## src/rtl/breath_pkg.sv

```systemverilog
// rtl/breath_pkg.sv - shared encodings for the breath LED sequencer
// Purpose: mode and state encodings plus the default PWM width.
// Ports: none (package).
package breath_pkg;

  typedef enum logic [1:0] {
    MODE_OFF    = 2'd0,
    MODE_BREATH = 2'd1,
    MODE_SOLID  = 2'd2,
    MODE_BLINK  = 2'd3
  } mode_e;

  typedef enum logic [1:0] {
    ST_IDLE  = 2'd0,
    ST_DRAIN = 2'd1,
    ST_LOAD  = 2'd2,
    ST_RUN   = 2'd3
  } state_e;

  localparam int PWM_BITS_DEF = 8;

endpackage

```

## src/rtl/breath_pwm_gen.sv

```systemverilog
// rtl/breath_pwm_gen.sv - free-running PWM with saturating duty compare
// Purpose: turns a 32-bit level into a single registered PWM bit.
// Ports:
//   CLK, NRST   clock, asynchronous active-low reset
//   cmp_en_i    1 = output follows the duty compare, 0 = output follows level_i
//   level_i     static output level used when the compare is disabled
//   val_i       32-bit ramp value; saturates at 2^PWM_BITS-1
//   pwm_o       registered PWM output
module pwm_gen #(
  parameter int PWM_BITS = 8
) (
  input  logic        CLK,
  input  logic        NRST,
  input  logic        cmp_en_i,
  input  logic        level_i,
  input  logic [31:0] val_i,
  output logic        pwm_o
);

  localparam logic [PWM_BITS-1:0] DUTY_MAX = '1;

  logic [PWM_BITS-1:0] cnt_q;
  logic [PWM_BITS-1:0] duty;
  logic                pwm_q;

  // Any bit above the PWM range means the value is out of range: saturate.
  always_comb begin
    duty = val_i[PWM_BITS-1:0];
    if (|(val_i >> PWM_BITS)) duty = DUTY_MAX;
  end

  always_ff @(posedge CLK or negedge NRST) begin
    if (!NRST) begin
      cnt_q <= '0;
      pwm_q <= 1'b0;
    end else begin
      cnt_q <= cnt_q + 1'b1;
      pwm_q <= cmp_en_i ? (cnt_q < duty) : level_i;
    end
  end

  assign pwm_o = pwm_q;

endmodule

```

## src/rtl/breath_sequencer.sv

```systemverilog
// rtl/breath_sequencer.sv - mode sequencer and LED driver for the breath ramp
// Purpose: accepts mode commands, drains/reloads the breath instance and
//          drives the status LED in OFF/BREATH/SOLID/BLINK modes.
// Ports:
//   CLK, NRST                  clock, asynchronous active-low reset
//   CMD_VALID/CMD_READY        command handshake
//   CMD_MODE/PERIOD/WAIT       command payload
//   BR_NRST, BR_PERIOD,
//   BR_WAIT_PERIOD, BR_OUT     breath instance control and ramp input
//   PWM_OUT                    LED drive
//   MODE, BUSY                 active mode, high while draining or loading
module breath_sequencer
  import breath_pkg::*;
#(
  parameter int PWM_BITS      = PWM_BITS_DEF,
  parameter int RST_CYCLES    = 2,
  parameter int DRAIN_EN      = 1,
  parameter int DRAIN_TIMEOUT = 65535
) (
  input  logic        CLK,
  input  logic        NRST,
  input  logic        CMD_VALID,
  output logic        CMD_READY,
  input  logic [1:0]  CMD_MODE,
  input  logic [15:0] CMD_PERIOD,
  input  logic [15:0] CMD_WAIT,
  output logic        BR_NRST,
  output logic [31:0] BR_PERIOD,
  output logic [31:0] BR_WAIT_PERIOD,
  input  logic [31:0] BR_OUT,
  output logic        PWM_OUT,
  output logic [1:0]  MODE,
  output logic        BUSY
);

  localparam int          LOAD_W     = (RST_CYCLES > 1) ? $clog2(RST_CYCLES) : 1;
  localparam logic [LOAD_W-1:0] LOAD_LAST  = LOAD_W'(RST_CYCLES - 1);
  localparam logic [31:0] DRAIN_LAST = 32'(DRAIN_TIMEOUT - 1);

  state_e              state_q;
  mode_e               mode_q;
  mode_e               pend_mode_q;
  logic [15:0]         pend_period_q;
  logic [15:0]         pend_wait_q;
  logic [31:0]         br_period_q;
  logic [31:0]         br_wait_q;
  logic [31:0]         drain_cnt_q;
  logic [LOAD_W-1:0]   load_cnt_q;
  logic [15:0]         blink_cnt_q;
  logic                blink_tgl_q;

  logic accept;
  logic pwm_cmp_en;
  logic pwm_level;

  assign CMD_READY = (state_q == ST_IDLE) || (state_q == ST_RUN);
  assign BUSY      = (state_q == ST_DRAIN) || (state_q == ST_LOAD);
  assign accept    = CMD_VALID && CMD_READY;

  // The breath instance only runs while it is producing the LED level; any
  // other state keeps it in reset so a new ramp always starts from 0.
  assign BR_NRST = (state_q == ST_DRAIN) ||
                   ((state_q == ST_RUN) && (mode_q == MODE_BREATH));

  assign BR_PERIOD      = br_period_q;
  assign BR_WAIT_PERIOD = br_wait_q;
  assign MODE           = mode_q;

  assign pwm_cmp_en = BR_NRST;
  assign pwm_level  = (state_q == ST_RUN) &&
                      ((mode_q == MODE_SOLID) || ((mode_q == MODE_BLINK) && blink_tgl_q));

  always_ff @(posedge CLK or negedge NRST) begin
    if (!NRST) begin
      state_q       <= ST_IDLE;
      mode_q        <= MODE_OFF;
      pend_mode_q   <= MODE_OFF;
      pend_period_q <= '0;
      pend_wait_q   <= '0;
      br_period_q   <= '0;
      br_wait_q     <= '0;
      drain_cnt_q   <= '0;
      load_cnt_q    <= '0;
      blink_cnt_q   <= '0;
      blink_tgl_q   <= 1'b0;
    end else begin
      // Blink phase counter: flips the toggle after period+1 cycles.
      if ((state_q == ST_RUN) && (mode_q == MODE_BLINK)) begin
        if (blink_cnt_q == br_period_q[15:0]) begin
          blink_cnt_q <= '0;
          blink_tgl_q <= ~blink_tgl_q;
        end else begin
          blink_cnt_q <= blink_cnt_q + 16'd1;
        end
      end

      case (state_q)
        ST_IDLE, ST_RUN: begin
          if (accept) begin
            pend_mode_q   <= mode_e'(CMD_MODE);
            pend_period_q <= CMD_PERIOD;
            pend_wait_q   <= CMD_WAIT;
            if ((state_q == ST_RUN) && (mode_q == MODE_BREATH) && (DRAIN_EN != 0)) begin
              state_q     <= ST_DRAIN;
              drain_cnt_q <= '0;
            end else begin
              state_q     <= ST_LOAD;
              load_cnt_q  <= '0;
              br_period_q <= {16'd0, CMD_PERIOD};
              br_wait_q   <= {16'd0, CMD_WAIT};
            end
          end
        end
        ST_DRAIN: begin
          if ((BR_OUT == 32'd0) || (drain_cnt_q == DRAIN_LAST)) begin
            state_q     <= ST_LOAD;
            load_cnt_q  <= '0;
            br_period_q <= {16'd0, pend_period_q};
            br_wait_q   <= {16'd0, pend_wait_q};
          end else begin
            drain_cnt_q <= drain_cnt_q + 32'd1;
          end
        end
        ST_LOAD: begin
          if (load_cnt_q == LOAD_LAST) begin
            mode_q      <= pend_mode_q;
            state_q     <= (pend_mode_q == MODE_OFF) ? ST_IDLE : ST_RUN;
            blink_cnt_q <= '0;
            blink_tgl_q <= 1'b1;
          end else begin
            load_cnt_q <= load_cnt_q + 1'b1;
          end
        end
        default: state_q <= ST_IDLE;
      endcase
    end
  end

  pwm_gen #(
    .PWM_BITS (PWM_BITS)
  ) u_pwm (
    .CLK      (CLK),
    .NRST     (NRST),
    .cmp_en_i (pwm_cmp_en),
    .level_i  (pwm_level),
    .val_i    (BR_OUT),
    .pwm_o    (PWM_OUT)
  );

endmodule
```

## config.mk

```make
export PLATFORM = sky130hd
export DESIGN_NAME = breath_sequencer
export DESIGN_NICKNAME = d
export VERILOG_FILES = /design/src/rtl/breath_pkg.sv /design/src/rtl/breath_pwm_gen.sv /design/src/rtl/breath_sequencer.sv
export SDC_FILE = /design/constraint.sdc
export NUM_CORES = 1
export LEC_CHECK = 0
export CORE_MARGIN = 1
export CORE_UTILIZATION = 52
export CTS_CLUSTER_SIZE = 30
export DETAILED_ROUTE_END_ITERATION = 10
export PLACE_DENSITY = 0.8
export SLEW_MARGIN = 10
export SYNTH_ARGS = -nofsm -noshare
export SYNTH_HDL_FRONTEND = slang
export SYNTH_SLANG_ARGS = --single-unit
```

## constraint.sdc

```tcl
create_clock -name CLK -period 2.7 [get_ports CLK]
set_input_delay 0.81 -clock CLK [delete_from_list [all_inputs] [get_ports CLK]]
set_output_delay 0.81 -clock CLK [all_outputs]
set_load 0.01 [all_outputs]
```

==> metrics.log <==
INFO  metric die-height = 118 microns
INFO  metric area_growth_syn_to_layout = 31.3%
INFO  metric final_wtd_congestion = 0.863
INFO  metric ctsLongestPathBuffers = 2
INFO  metric synth-edff-count = 0
INFO  metric mostFrequentLayoutCell = sky130_fd_sc_hd__dfrtp_1
INFO  metric fin_nets = 922
INFO  metric cpMostUsedCell = sky130_fd_sc_hd__a21o_1
INFO  metric ios = 139
INFO  metric place_hpwl = 12,500 microns
INFO  metric timing.setup.tns = -25.3 ps
INFO  metric grtUsageMet2 = 50.0%
INFO  metric clock_tree.root_cell = sky130_fd_sc_hd__clkbuf_16
INFO  metric crit_path_top_delay_cell = sky130_fd_sc_hd__or4_4
INFO  metric netlist-cell-type-count = 65
INFO  metric synth.largest_area_cell = sky130_fd_sc_hd__dfrtp_1
INFO  metric syn_std_cell_area = 7050 sq um
INFO  metric design.core.area = 13,200 sq um
INFO  metric routedWlPerCell = 19.4 microns
INFO  metric synth.yosys.seq_area_share = 45.8%
INFO  metric cts_inserted_buffers = 17
INFO  metric regToRegSetupSlack = 190 ps
INFO  metric drive_gt1_share = 21.4%
INFO  metric grt.met1_usage = 34.1%
INFO  metric timing_max_transition_violations_final = 0
INFO  metric post_drt_via_cell_ratio = 6.10
INFO  metric p_per_area = 991 nW/um^2
INFO  metric die-width = 118 microns
INFO  metric max-slew-margin-rel = 59.9%
INFO  metric globalRouteOverflowTotal = 0
INFO  metric clkLatencyLatePin = 430 ps
INFO  metric synthArstFlopShare = 100%
INFO  metric ff2ff_path_depth = 9
INFO  metric totalWireLength = 19,900 microns
INFO  metric worst_path_largest_cell_delay = 490 ps
INFO  metric rsz0062_at_grt = true
INFO  metric ys.warnings.count = 0
INFO  metric yosys_register_bits = 129
INFO  metric tritoncts_sink_count = 129
INFO  metric cp_capture_type = flip-flop
INFO  metric critical_path_required = 3040 ps
INFO  metric tritoncts = done
INFO  metric num_rows = 42
INFO  metric final_cell_mix = sky130_fd_sc_hd__dfrtp_1, sky130_fd_sc_hd__nand2_1, sky130_fd_sc_hd__clkdlybuf4s50_1
INFO  metric synth_top_area_share = 45.8%
INFO  metric clock-skew-final = 11.5 ps
INFO  metric route.antenna.remaining_nets = 0
INFO  metric final_core_utilization = 69.9%
INFO  metric cp.arrival = 3050 ps
INFO  metric ir_drop = 0.710 mV
INFO  metric p_leak = 0.00394 uW
INFO  metric clock_tree.htree_level_count = 4
INFO  metric setup_ws = -14.6 ps
INFO  metric failed_checks = negative setup slack
INFO  metric worst-path-max-fanout = 3
INFO  metric grtUsageTotal = 29.3%
INFO  metric ys_dominant_reg_cell = sky130_fd_sc_hd__dfrtp_1
INFO  metric die_area = 14,000 sq um
INFO  metric synth.avg_cell_area = 10.2 sq um
INFO  metric post-route-min-period = 2710 ps
INFO  metric final_min_period_over_clock_period = 101%
INFO  metric antenna-diode-count = 0
INFO  metric drt_pass1_iterations = 7
INFO  metric fill_cells = 974
INFO  metric max_clock_freq = 368 MHz
INFO  metric port_buffers = 106
INFO  metric floorplan.initialDensity = 53.2%
INFO  metric grt_first_pass_wirelength = 32,000 microns
INFO  metric worstMarginPinSlew = 601 ps
INFO  metric run_status = complete, but fails checks
INFO  metric report.final.setup_viol = 4
INFO  metric syn_inst = 690
INFO  metric grt-busiest-layer = met2
INFO  metric synth.area.top_cells = sky130_fd_sc_hd__dfrtp_1, sky130_fd_sc_hd__mux2_2, sky130_fd_sc_hd__o221a_1
INFO  metric drv.max_cap_violation_count = 0
INFO  metric initialDrtViolationCount = 537
INFO  metric initial_antenna_violation_count = 0
INFO  metric grt_start_max_net_pins = 46
INFO  metric holdCritPathClass = in -> async
INFO  metric remaining_drc_errors = 0
INFO  metric cp-start-kind = primary input
INFO  metric global_route_met3_utilization = 8.40%
INFO  metric worst-setup-path-type = in -> reg
INFO  metric critical_path.cell_chain = clkdlybuf4s15_1 > or4_4 > or3_4 > nor2_2 > ha_1 > a21o_1 > a21o_1 > a221oi_2 > o2111ai_1 > o211ai_1
INFO  metric hold_viol_final = 0
INFO  metric grt_pass1_vias = 6,422
INFO  metric clk_pin_slew_worst_paths = 60 ps
INFO  metric detailroute.via_count = 6,263
## final timing paths
| path | start | end |
|---|---|---|
| setup / recovery | BR_OUT[14] | u_pwm.pwm_o$_DFF_PN0_ |
| hold / removal | NRST | u_pwm.cnt_q[3]$_DFF_PN0_ |
| setup reg to reg | drain_cnt_q[0]$_DFFE_PN0P_ | BR_PERIOD[0]$_DFFE_PN0P_ |
| hold reg to reg | u_pwm.cnt_q[0]$_DFF_PN0_ | u_pwm.cnt_q[0]$_DFF_PN0_ |
| max in group asynchronous | NRST | state_q[0]$_DFFE_PN0P_ |
| min in group CLK | u_pwm.cnt_q[0]$_DFF_PN0_ | u_pwm.cnt_q[0]$_DFF_PN0_ |
## timing repair
action / 4_1_cts / 5_1_grt
resized for setup: 80 / 31
buffers inserted: 7 / 4
hold buffers: 0 / 0
setup endpoints to repair: 65 / 40
gates cloned: 3 / 1
pin swaps: 22 / 22
## synth_stat cells (3+ instances only)
master / count
sky130_fd_sc_hd__o31ai_1: 5
sky130_fd_sc_hd__or3_1: 3
sky130_fd_sc_hd__or4_1: 4
sky130_fd_sc_hd__inv_1: 14
sky130_fd_sc_hd__and3_1: 9
sky130_fd_sc_hd__nand2_1: 71
sky130_fd_sc_hd__buf_2: 3
sky130_fd_sc_hd__o221ai_1: 4
sky130_fd_sc_hd__nand3_1: 37
sky130_fd_sc_hd__mux2_2: 38
sky130_fd_sc_hd__clkbuf_1: 15
sky130_fd_sc_hd__nor4_1: 17
sky130_fd_sc_hd__xor2_1: 25
sky130_fd_sc_hd__buf_4: 36
sky130_fd_sc_hd__buf_1: 5
sky130_fd_sc_hd__and2_1: 3
sky130_fd_sc_hd__nor2_1: 49
sky130_fd_sc_hd__dfrtp_1: 129
sky130_fd_sc_hd__xnor2_1: 14
sky130_fd_sc_hd__o21ai_0: 14
sky130_fd_sc_hd__and4_1: 5
sky130_fd_sc_hd__mux2i_1: 9
sky130_fd_sc_hd__a21oi_1: 7
sky130_fd_sc_hd__buf_6: 5
sky130_fd_sc_hd__a21o_1: 3
sky130_fd_sc_hd__nor3_1: 13
sky130_fd_sc_hd__a31oi_1: 3
sky130_fd_sc_hd__o21ai_1: 3
sky130_fd_sc_hd__o221a_1: 32
sky130_fd_sc_hd__nand2b_1: 3
sky130_fd_sc_hd__ha_1: 14
sky130_fd_sc_hd__or2_2: 4
sky130_fd_sc_hd__a22o_1: 6
sky130_fd_sc_hd__o22ai_1: 34
sky130_fd_sc_hd__nand4_1: 15
## kinds of logic after synthesis
logic type               share of synthesized area (%)
flip-flops                                        45.8
AO/OA/AOI/OAI                                     14.3
other                                           0.0532
adder cells (fa/ha/maj)                           2.49
XOR/XNOR                                          4.85
buffers and inverters                             6.78
AND/OR/NAND/NOR                                   18.4
multiplexers                                      7.35
## metrics by stage
stage	hold WS [ps]	cell area, sq um	power, uW	instances	setup slack (ps)
after floorplan	428	7220	5170	721	-324
after global placement	450	8480	6390	983	-671
after detailed placement	458	8480	6580	983	-725
after CTS	396	9240	9180	1024	-42.4
after global routing	424	9250	9610	1027	-72.7
final	385	9250	9170	1027	-14.6
## state kept, by name (all words and copies together) (netlist names), 2 cells and up
name	flops
drain_cnt_q	32
BR_PERIOD	16
BR_WAIT_PERIOD	16
blink_cnt_q	16
pend_period_q	16
pend_wait_q	16
u_pwm.cnt_q	8
MODE	2
pend_mode_q	2
state_q	2
## worst max-delay path: cells and delay by family
family                   cells  cell delay, ps
AND/OR/NAND/NOR              3             980
AO/OA/AOI/OAI                5             850
adder cells (fa/ha/maj)      1             240
buffers and inverters        1             170
## layout make-up
type	instances	area, sq um	share of cell area (%)
well taps	176	220	2.38
multi-input cells	513	3590	38.8
clock inverters	12	156	1.69
clock buffers	19	443	4.79
inverters	14	52.6	0.568
flip-flops and latches	129	3230	34.9
repair buffers	164	1560	16.9
## where the power goes
part           total [uW]  leakage, uW  switching, uW  internal, uW
registers            3160      0.00158            608          2550
clock network        2380     0.000282            902          1470
logic                3640      0.00208           1760          1880
## routing by layer
metal,vias up,wire length [microns]
met5,-,0
met4,0,579
li1,2797,-
met3,50,1680
met2,336,10100
met1,3080,7630
Power figures use the tool's default switching activity.
